**config.mk**
```make
export PLATFORM = sky130hd
export DESIGN_NAME = line_unpack_pl
export DESIGN_NICKNAME = d
export VERILOG_FILES = /design/src/rtl/unpack_pkg.sv /design/src/rtl/line_fifo2.sv /design/src/rtl/line_unpack_pl.sv
export SDC_FILE = /design/constraint.sdc
export NUM_CORES = 1
export LEC_CHECK = 0
export BUFFER_PORTS_ARGS = -buffer_cell sky130_fd_sc_hd__buf_2
export CORE_UTILIZATION = 30
export DETAILED_ROUTE_END_ITERATION = 10
export HOLD_SLACK_MARGIN = 0.15
export MAX_ROUTING_LAYER = met4
export PLACE_DENSITY = 0.61
export SYNTH_ARGS = -nofsm -noshare
export SYNTH_HDL_FRONTEND = slang
export SYNTH_SLANG_ARGS = --single-unit
```
**constraint.sdc**
```tcl
create_clock -name clk -period 27.1 [get_ports clk]
set_input_delay 5.42 -clock clk [delete_from_list [all_inputs] [get_ports clk]]
set_output_delay 5.42 -clock clk [all_outputs]
set_load 0.005 [all_outputs]
```
**src/rtl/unpack_pkg.sv**
```systemverilog
// Shared definitions for the cache-line unpacker.
// - state_e         : unpacker control states
// - words_per_line  : number of DATA_WIDTH words in one CACHE_WIDTH line
// - idx_width       : bit width of the in-line word index (at least 1)
package unpack_pkg;

    typedef enum logic [1:0] {
        StIdle = 2'd0,
        StRun  = 2'd1,
        StDone = 2'd2
    } state_e;

    function automatic int unsigned words_per_line(input int unsigned cache_width,
                                                   input int unsigned data_width);
        return cache_width / data_width;
    endfunction

    function automatic int unsigned idx_width(input int unsigned words);
        return (words > 1) ? $clog2(words) : 1;
    endfunction

endpackage

```
**src/rtl/line_fifo2.sv**
```systemverilog
// Two-entry line FIFO holding whole cache lines for the unpacker.
// Ports:
//   clk, rst  : clock, synchronous active-high reset
//   push_i    : write data_i into the tail (caller guarantees count_o < 2)
//   data_i    : line to write
//   pop_i     : drop the head entry (caller guarantees count_o > 0)
//   flush_i   : empty the FIFO; takes priority over push/pop
//   count_o   : number of stored lines (0..2)
//   head_o    : oldest stored line, driven straight from the storage registers
module line_fifo2 #(
    parameter int unsigned Width = 512
) (
    input  logic             clk,
    input  logic             rst,
    input  logic             push_i,
    input  logic [Width-1:0] data_i,
    input  logic             pop_i,
    input  logic             flush_i,
    output logic [1:0]       count_o,
    output logic [Width-1:0] head_o
);

    logic [Width-1:0] mem_q [2];
    logic             wr_ptr_q, wr_ptr_d;
    logic             rd_ptr_q, rd_ptr_d;
    logic [1:0]       count_q, count_d;

    always_comb begin
        wr_ptr_d = wr_ptr_q;
        rd_ptr_d = rd_ptr_q;
        count_d  = count_q;
        if (flush_i) begin
            wr_ptr_d = 1'b0;
            rd_ptr_d = 1'b0;
            count_d  = 2'd0;
        end else begin
            if (push_i) begin
                wr_ptr_d = ~wr_ptr_q;
            end
            if (pop_i) begin
                rd_ptr_d = ~rd_ptr_q;
            end
            unique case ({push_i, pop_i})
                2'b10:   count_d = count_q + 2'd1;
                2'b01:   count_d = count_q - 2'd1;
                default: count_d = count_q;
            endcase
        end
    end

    always_ff @(posedge clk) begin
        if (rst) begin
            wr_ptr_q <= 1'b0;
            rd_ptr_q <= 1'b0;
            count_q  <= 2'd0;
        end else begin
            wr_ptr_q <= wr_ptr_d;
            rd_ptr_q <= rd_ptr_d;
            count_q  <= count_d;
        end
    end

    // Storage needs no reset: count_q says which entries are meaningful.
    always_ff @(posedge clk) begin
        if (push_i && !flush_i) begin
            mem_q[wr_ptr_q] <= data_i;
        end
    end

    assign count_o = count_q;
    assign head_o  = mem_q[rd_ptr_q];

endmodule

```
**src/rtl/line_unpack_pl.sv**
```systemverilog
// Pipelined cache-line unpacker feeding the number accumulator.
// Accepts CACHE_WIDTH-bit lines and emits one DATA_WIDTH-bit word per cycle, lowest word
// first, until size_in words of the job have been sent; surplus words are dropped.
// Ports:
//   clk, rst    : clock, synchronous active-high reset
//   start       : one-cycle job start (IDLE only), size_in sampled with it
//   size_in     : job length in words
//   line_valid  : line_data valid; line_ready : line accepted this cycle when both high
//   inc, array  : registered word strobe and word data
//   word_last   : qualifies inc, final word of the job
//   size_out    : job length latched at start
//   done        : one-cycle pulse the cycle after the final word
//   busy        : job in progress
module line_unpack_pl
    import unpack_pkg::*;
#(
    parameter int unsigned CACHE_WIDTH = 512,
    parameter int unsigned DATA_WIDTH  = 32
) (
    input  logic                   clk,
    input  logic                   rst,
    input  logic                   start,
    input  logic [DATA_WIDTH-1:0]  size_in,
    input  logic                   line_valid,
    input  logic [CACHE_WIDTH-1:0] line_data,
    output logic                   line_ready,
    output logic                   inc,
    output logic [DATA_WIDTH-1:0]  array,
    output logic [DATA_WIDTH-1:0]  size_out,
    output logic                   word_last,
    output logic                   done,
    output logic                   busy
);

    localparam int unsigned W    = words_per_line(CACHE_WIDTH, DATA_WIDTH);
    localparam int unsigned IdxW = idx_width(W);
    localparam logic [IdxW-1:0] LastIdx = IdxW'(W - 1);

    state_e                 state_q, state_d;
    logic [IdxW-1:0]        idx_q, idx_d;
    logic [DATA_WIDTH-1:0]  remaining_q, remaining_d;
    logic [DATA_WIDTH-1:0]  size_q, size_d;
    logic                   inc_q, inc_d;
    logic [DATA_WIDTH-1:0]  array_q, array_d;
    logic                   last_q, last_d;
    logic                   done_q, done_d;
    logic                   busy_q, busy_d;

    logic [1:0]             fifo_count;
    logic [CACHE_WIDTH-1:0] fifo_head;
    logic                   fifo_push;
    logic                   fifo_pop;
    logic                   fifo_flush;
    logic [DATA_WIDTH-1:0]  head_word;

    // Ready uses the registered count only, so a same-cycle pop never opens it.
    assign line_ready = (state_q == StRun) && (fifo_count < 2'd2);
    assign fifo_push  = line_valid && line_ready;
    assign head_word  = fifo_head[32'(idx_q) * DATA_WIDTH +: DATA_WIDTH];

    line_fifo2 #(
        .Width (CACHE_WIDTH)
    ) u_fifo (
        .clk     (clk),
        .rst     (rst),
        .push_i  (fifo_push),
        .data_i  (line_data),
        .pop_i   (fifo_pop),
        .flush_i (fifo_flush),
        .count_o (fifo_count),
        .head_o  (fifo_head)
    );

    always_comb begin
        state_d     = state_q;
        idx_d       = idx_q;
        remaining_d = remaining_q;
        size_d      = size_q;
        inc_d       = 1'b0;
        array_d     = array_q;
        last_d      = 1'b0;
        // done and busy trail the state by one cycle so busy covers the final word
        // and drops together with the done pulse.
        done_d      = (state_q == StDone);
        busy_d      = (state_q == StRun);
        fifo_pop    = 1'b0;
        fifo_flush  = 1'b0;

        unique case (state_q)
            StIdle: begin
                if (start) begin
                    if (size_in != '0) begin
                        size_d      = size_in;
                        remaining_d = size_in;
                        state_d     = StRun;
                    end else begin
                        state_d = StDone;
                    end
                end
            end

            StRun: begin
                if (fifo_count != 2'd0) begin
                    inc_d       = 1'b1;
                    array_d     = head_word;
                    remaining_d = remaining_q - DATA_WIDTH'(1);
                    if (remaining_q == DATA_WIDTH'(1)) begin
                        // Final word: discard the head even if it still holds words.
                        last_d   = 1'b1;
                        fifo_pop = 1'b1;
                        idx_d    = '0;
                        state_d  = StDone;
                    end else if (idx_q == LastIdx) begin
                        fifo_pop = 1'b1;
                        idx_d    = '0;
                    end else begin
                        idx_d = idx_q + IdxW'(1);
                    end
                end
            end

            StDone: begin
                fifo_flush = 1'b1;
                idx_d      = '0;
                state_d    = StIdle;
            end

            default: begin
                state_d = StIdle;
            end
        endcase
    end

    always_ff @(posedge clk) begin
        if (rst) begin
            state_q     <= StIdle;
            idx_q       <= '0;
            remaining_q <= '0;
            size_q      <= '0;
            inc_q       <= 1'b0;
            array_q     <= '0;
            last_q      <= 1'b0;
            done_q      <= 1'b0;
            busy_q      <= 1'b0;
        end else begin
            state_q     <= state_d;
            idx_q       <= idx_d;
            remaining_q <= remaining_d;
            size_q      <= size_d;
            inc_q       <= inc_d;
            array_q     <= array_d;
            last_q      <= last_d;
            done_q      <= done_d;
            busy_q      <= busy_d;
        end
    end

    assign inc       = inc_q;
    assign array     = array_q;
    assign word_last = last_q;
    assign size_out  = size_q;
    assign done      = done_q;
    assign busy      = busy_q;

endmodule

```
After elaboration in Yosys (flattened, before gate mapping)
Memory sizes are Yosys's and may differ from the RTL's. A register that Yosys moved wholly into a read port is not among the register bits. Index checks and enable logic that the tools add are counted.

Equality and inequality tests: 10. Multiplexer cells: 25. Shifts and indexed selects: 1. Div/mod/pow operators: 0. Add/sub/neg operators: 4. Magnitude comparators: 1. Bitwise operators: 4. Multipliers: 0. Reductions and logical operators: 18.

Operators by type and width (count): $shiftx 512x10->32 (1); $mux 32 (3); $pmux 32 s2 (1); $eq 32x1->1 const B (1); $reduce_bool 32->1 (1); $sub 32x1->32 const B (1); $mux 4 (3); $mux 1 (11); $mux 2 (4); $pmux 2 s2 (2); $pmux 4 s2 (1); $reduce_bool 2->1 (4); $reduce_and 3->1 (2); $add 4x1->4 const B (1); $eq 2x1->1 const B (2); $eq 2x2->1 const B (2); $eq 4x4->1 const B (1); $ne 2x1->1 const B (2); $ne 2x2->1 const B (2); $not 1->1 (4); $reduce_and 2->1 (2); $reduce_and 4->1 (1); $reduce_or 2->1 (2); $logic_and 1x1->1 (3); other kinds (6) (6).

Register bits after elaboration: 110. Word-level logic and storage cells: 76. Latch bits: 0. Output and inout port bits: 69. Memory bits (read-only): 0. RAM bits: 1024. Memories kept: 1.

Memory list: u_fifo.mem_q (depth 2, width 512, rd ports 1, clocked after memory_dff 1, write ports 1, RTL line line_fifo2.sv:23) `logic [Width-1:0] mem_q [2];`.

Logic depth before layout (Yosys ltp)
Depth after elaboration: 7. Gate-level depth with buffers: 10. Mapped depth without buffers: 10.

Hierarchy
From an unflattened synthesis, not the netlist that was laid out.

Cell total of the unflattened synthesis: 2353. Area, all modules: 45897.8 um2.

By module, submodules not included: line_fifo2 (seq. area each 30849.6 um2, cells each 1613, area each 37334.6 um2, instances 1); line_unpack_pl (seq. area each 2122.0 um2, cells each 740, area each 8563.2 um2, instances 1).

Least setup slack after synthesis
No wires, ideal clock.

Kind: input to register. From: in line_valid. To: mem u_fifo.mem_q[0][0], enable pin. Setup time: 1.399 ns. Arrival: 26.688 ns. Cell stages on the path: 2. Path slack: -0.988 ns. Cell sequence: nand2_1 -> nor2_1.

Cells in the longest elaborated chain, start to end: 4.

Ends and longest elaborated chain: start: declaration (RTL line line_unpack_pl.sv:24) `input logic line_valid,`; $logic_and 1x1->1 (RTL line line_unpack_pl.sv:58) `assign fifo_push = line_valid && line_ready;`; $logic_and 1x1->1 (RTL line line_fifo2.sv:65) `if (push_i && !flush_i) begin`; $mux 1 (RTL line line_fifo2.sv:65); $mux 1 (implied by the code) (RTL line line_fifo2.sv:66) `mem_q[wr_ptr_q] <= data_i;`; end: declaration (RTL line line_fifo2.sv:23).

Every way passes these cells.

Worst setup path in the final report
From: in line_valid. To: mem u_fifo.mem_q[1][359], enable pin.

Same word-level chain as after synthesis.

==> impl_metrics.toml <==
[yosys]
synth_edf_count = 1024
synth_ff_type = "edfxtp_1"
synth_async_sr_flop_share_pct = 0
ys.warnings.count = 0
syn_nets = 2685
syn_area_um2 = 43900
syn_inst = 2133
yosysTopAreaCellShare_pct = 70.0
ys_types = 64
synth_area_leaders = "edfxtp_1 (70%), mux4_2 (15%), dfxtp_1 (5.1%), mux2_2 (1.6%), nor2_1 (1.2%)"
syn_avg_cell_area_um2 = 20.6
yosysSeqAreaShare_pct = 75.1
ys_seq_elements = 1135
synth_top_area_cell = "edfxtp_1"

[layout]
final_util_pct = 36.5
final_nets = 3331
drive_gt1_share_pct = 41.9
design_area_um2 = 53200
syn_to_final_growth_pct = 21.0

[place]
preCtsSetupSlack_ps = 16620
gp_congestion = 0.827
portBuffers = 616
dp_hpwl_um = 77900
placed_area_um2 = 49100

[pwr]
sequentialPowerShare_pct = 52.0
p_switching_mw = 0.826
p_sw_share_pct = 21.6
power_density_nw_per_um2 = 71.8
p_leak_nw = 17.5
p_int_mw = 2.99
pwr-share-clk_pct = 42.3
combinationalPowerShare_pct = 5.7
ir_worst_vdd_mv = 0.0648

[drt]
first_pass_iters = 5
routed_wl_um = 114000
ant_nets = 0
drtIter0Drc = 1575
vias = 23100
wl_per_cell_um = 23.4
drc = 0
vias_per_cell = 4.74

[sta]
rsz0062_at_grt = "false"
finalCritPeriodShare_pct = 35.6
slew_headroom_pct = 25.0
fin_setup_tns_ps = 0
max_freq_mhz = 104
tightest_slew_ps = 1120
drv_slew = 0
fin_crit_ps = 9640
worst_slack_ps = 17460
setup_viol = 0
finalClockSkew_ps = 33.8
final_hold_viol_count = 0

[floorplanning]
core_um2 = 146000
num_rows = 140
dieWidth_um = 385
io_pins = 617
initial_utilization_pct = 30.2
die_h_um = 385
die_area_um2 = 148000

[critical_path]
worstSetupStartpoint = "line_valid"
cpMaxStageDelayCell = "buf_4"
worstReg2RegStart = "state_q[0]"
cpPeakStageDelay_ps = 960
cp_max_fo = 78
crit_type = "in2reg"
end_kind = "register"
worstSetupStartpointType = "primary input"
crit_required_ps = 27460
cp_cell_sequence = "buf_2 -> and3_4 -> buf_4 -> buf_4 -> buf_4 -> buf_4"
timing.critical_path.mode_cell = "buf_4"
crit_arrival_ps = 10000

[grt]
grt_first_pass_wirelength_um = 161000
first_global_vias = 23900
grt_use_total_pct = 15.5
grt-ovfl-total = 0
grt_max_degree = 163
antenna_found_initial = 78

[cts]
cts_max_path_buffers = 3
hold_buffers = 0
clk_pin_slew_ps = 60
clkSinkCount = 1135
cts-root-buf = "clkbuf_16"
clkLatencyLatePin_ps = 740
tritoncts = "built"
htreeDepth = 3
numCtsBuffers = 121
post_cts_resized = 0
cts_setup_buffers = 0

[hold_path]
holdCritPathClass = "reg2reg"
worstHoldStart = "size_out[16]"

[flow_run]
cap_violations = 0

[run_status]
status = "complete, no violations"
==> through the flow <==
step	std cells	hold WS, ps	total power, mW
after floorplan	2133	434	2.16
after global placement	4573	445	2.24
after detailed placement	4573	463	2.24
after CTS	4795	471	3.86
after global routing	4858	477	3.95
final	4873	469	3.82
==> final timing paths <==
| check | end | slack (ps) | cells after the start |
|---|---|---|---|
| worst min register to register | size_out[16] | 470 | 2 |
| worst max register to register | u_fifo.mem_q[1][359] | 21330 | 7 |
| worst max-delay path | u_fifo.mem_q[1][359] | 17460 | 6 |
| worst min-delay path | size_out[16] | 470 | 2 |
==> routing by layer <==
metal | GRT usage (%) | vias up | routed length [µm]
met5 | - | - | 0
met4 | 5.29 | 0 | 3030
met3 | 5.70 | 165 | 10900
met2 | 25.5 | 813 | 57300
met1 | 17.3 | 11800 | 42700
li1 | - | 10300 | -
==> worst max-delay path: cells and delay by family <==
family	cells	cell delay [ps]
buffers and inverters	5	3580
AND/OR/NAND/NOR	1	710
==> placed cells by master, fill, tap and decap left out, types with 46 or more instances in the layout <==
cell       synthesis  final
clkbuf_16          0    124
edfxtp_1        1024   1024
dfxtp_1          111    107
diode_2            0     78
nor4_1            48     48
mux4_2           287    287
mux2_2            63     63
nor2_1           141    139
a21oi_1           46     46
buf_2             33    615
==> power by group through the flow <==
stage | combinational [mW] | sequential (mW) | clock, mW
after floorplan | 0.120 | 2.04 | 0
after global placement | 0.217 | 2.02 | 0
after detailed placement | 0.220 | 2.02 | 0
after CTS | 0.221 | 1.98 | 1.66
after global routing | 0.237 | 1.99 | 1.72
final | 0.218 | 1.98 | 1.62
==> cells by family after synthesis <==
family	after synthesis	synth area share, %
compound gates	156	2.30
buf+inv	133	1.67
mux	385	17.1
fa+ha+maj	4	0.114
simple gates	316	3.66
xor+xnor	4	0.0798
flops	1135	75.1
==> Yosys cell counts (all sizes together), types with 11 or more instances <==
library cell	instances
a21o	11
a21oi	47
a31oi	15
buf	67
clkbuf	60
dfxtp	111
edfxtp	1024
mux2	63
mux2i	35
mux4	287
nand2	41
nand3	19
nand4	12
nor2	141
nor3	17
nor4	51
o21ai	18
o22ai	32
o32ai	13
==> final cells by class <==
| cell class | instances | area (µm²) |
|---|---|---|
| diodes | 78 | 195 |
| clock buffers | 164 | 3310 |
| clock inverters | 58 | 588 |
| fillers | 13500 | 92400 |
| inverters | 6 | 22.5 |
| multi-input cells | 865 | 10300 |
| flip-flops and latches | 1135 | 33000 |
| well taps | 1917 | 2400 |
| repair buffers | 650 | 3380 |
==> state kept, by name (all words and copies together) (netlist names), 2 cells and up, named ones only <==
| register | flops |
|---|---|
| idx_q | 4 |
| state_q | 2 |
| size_out | 32 |
| u_fifo.mem_q | 1024 |
| remaining_q | 32 |
| u_fifo.count_o | 2 |
| array | 32 |
No activity file was read; power rests on OpenSTA's default activity.
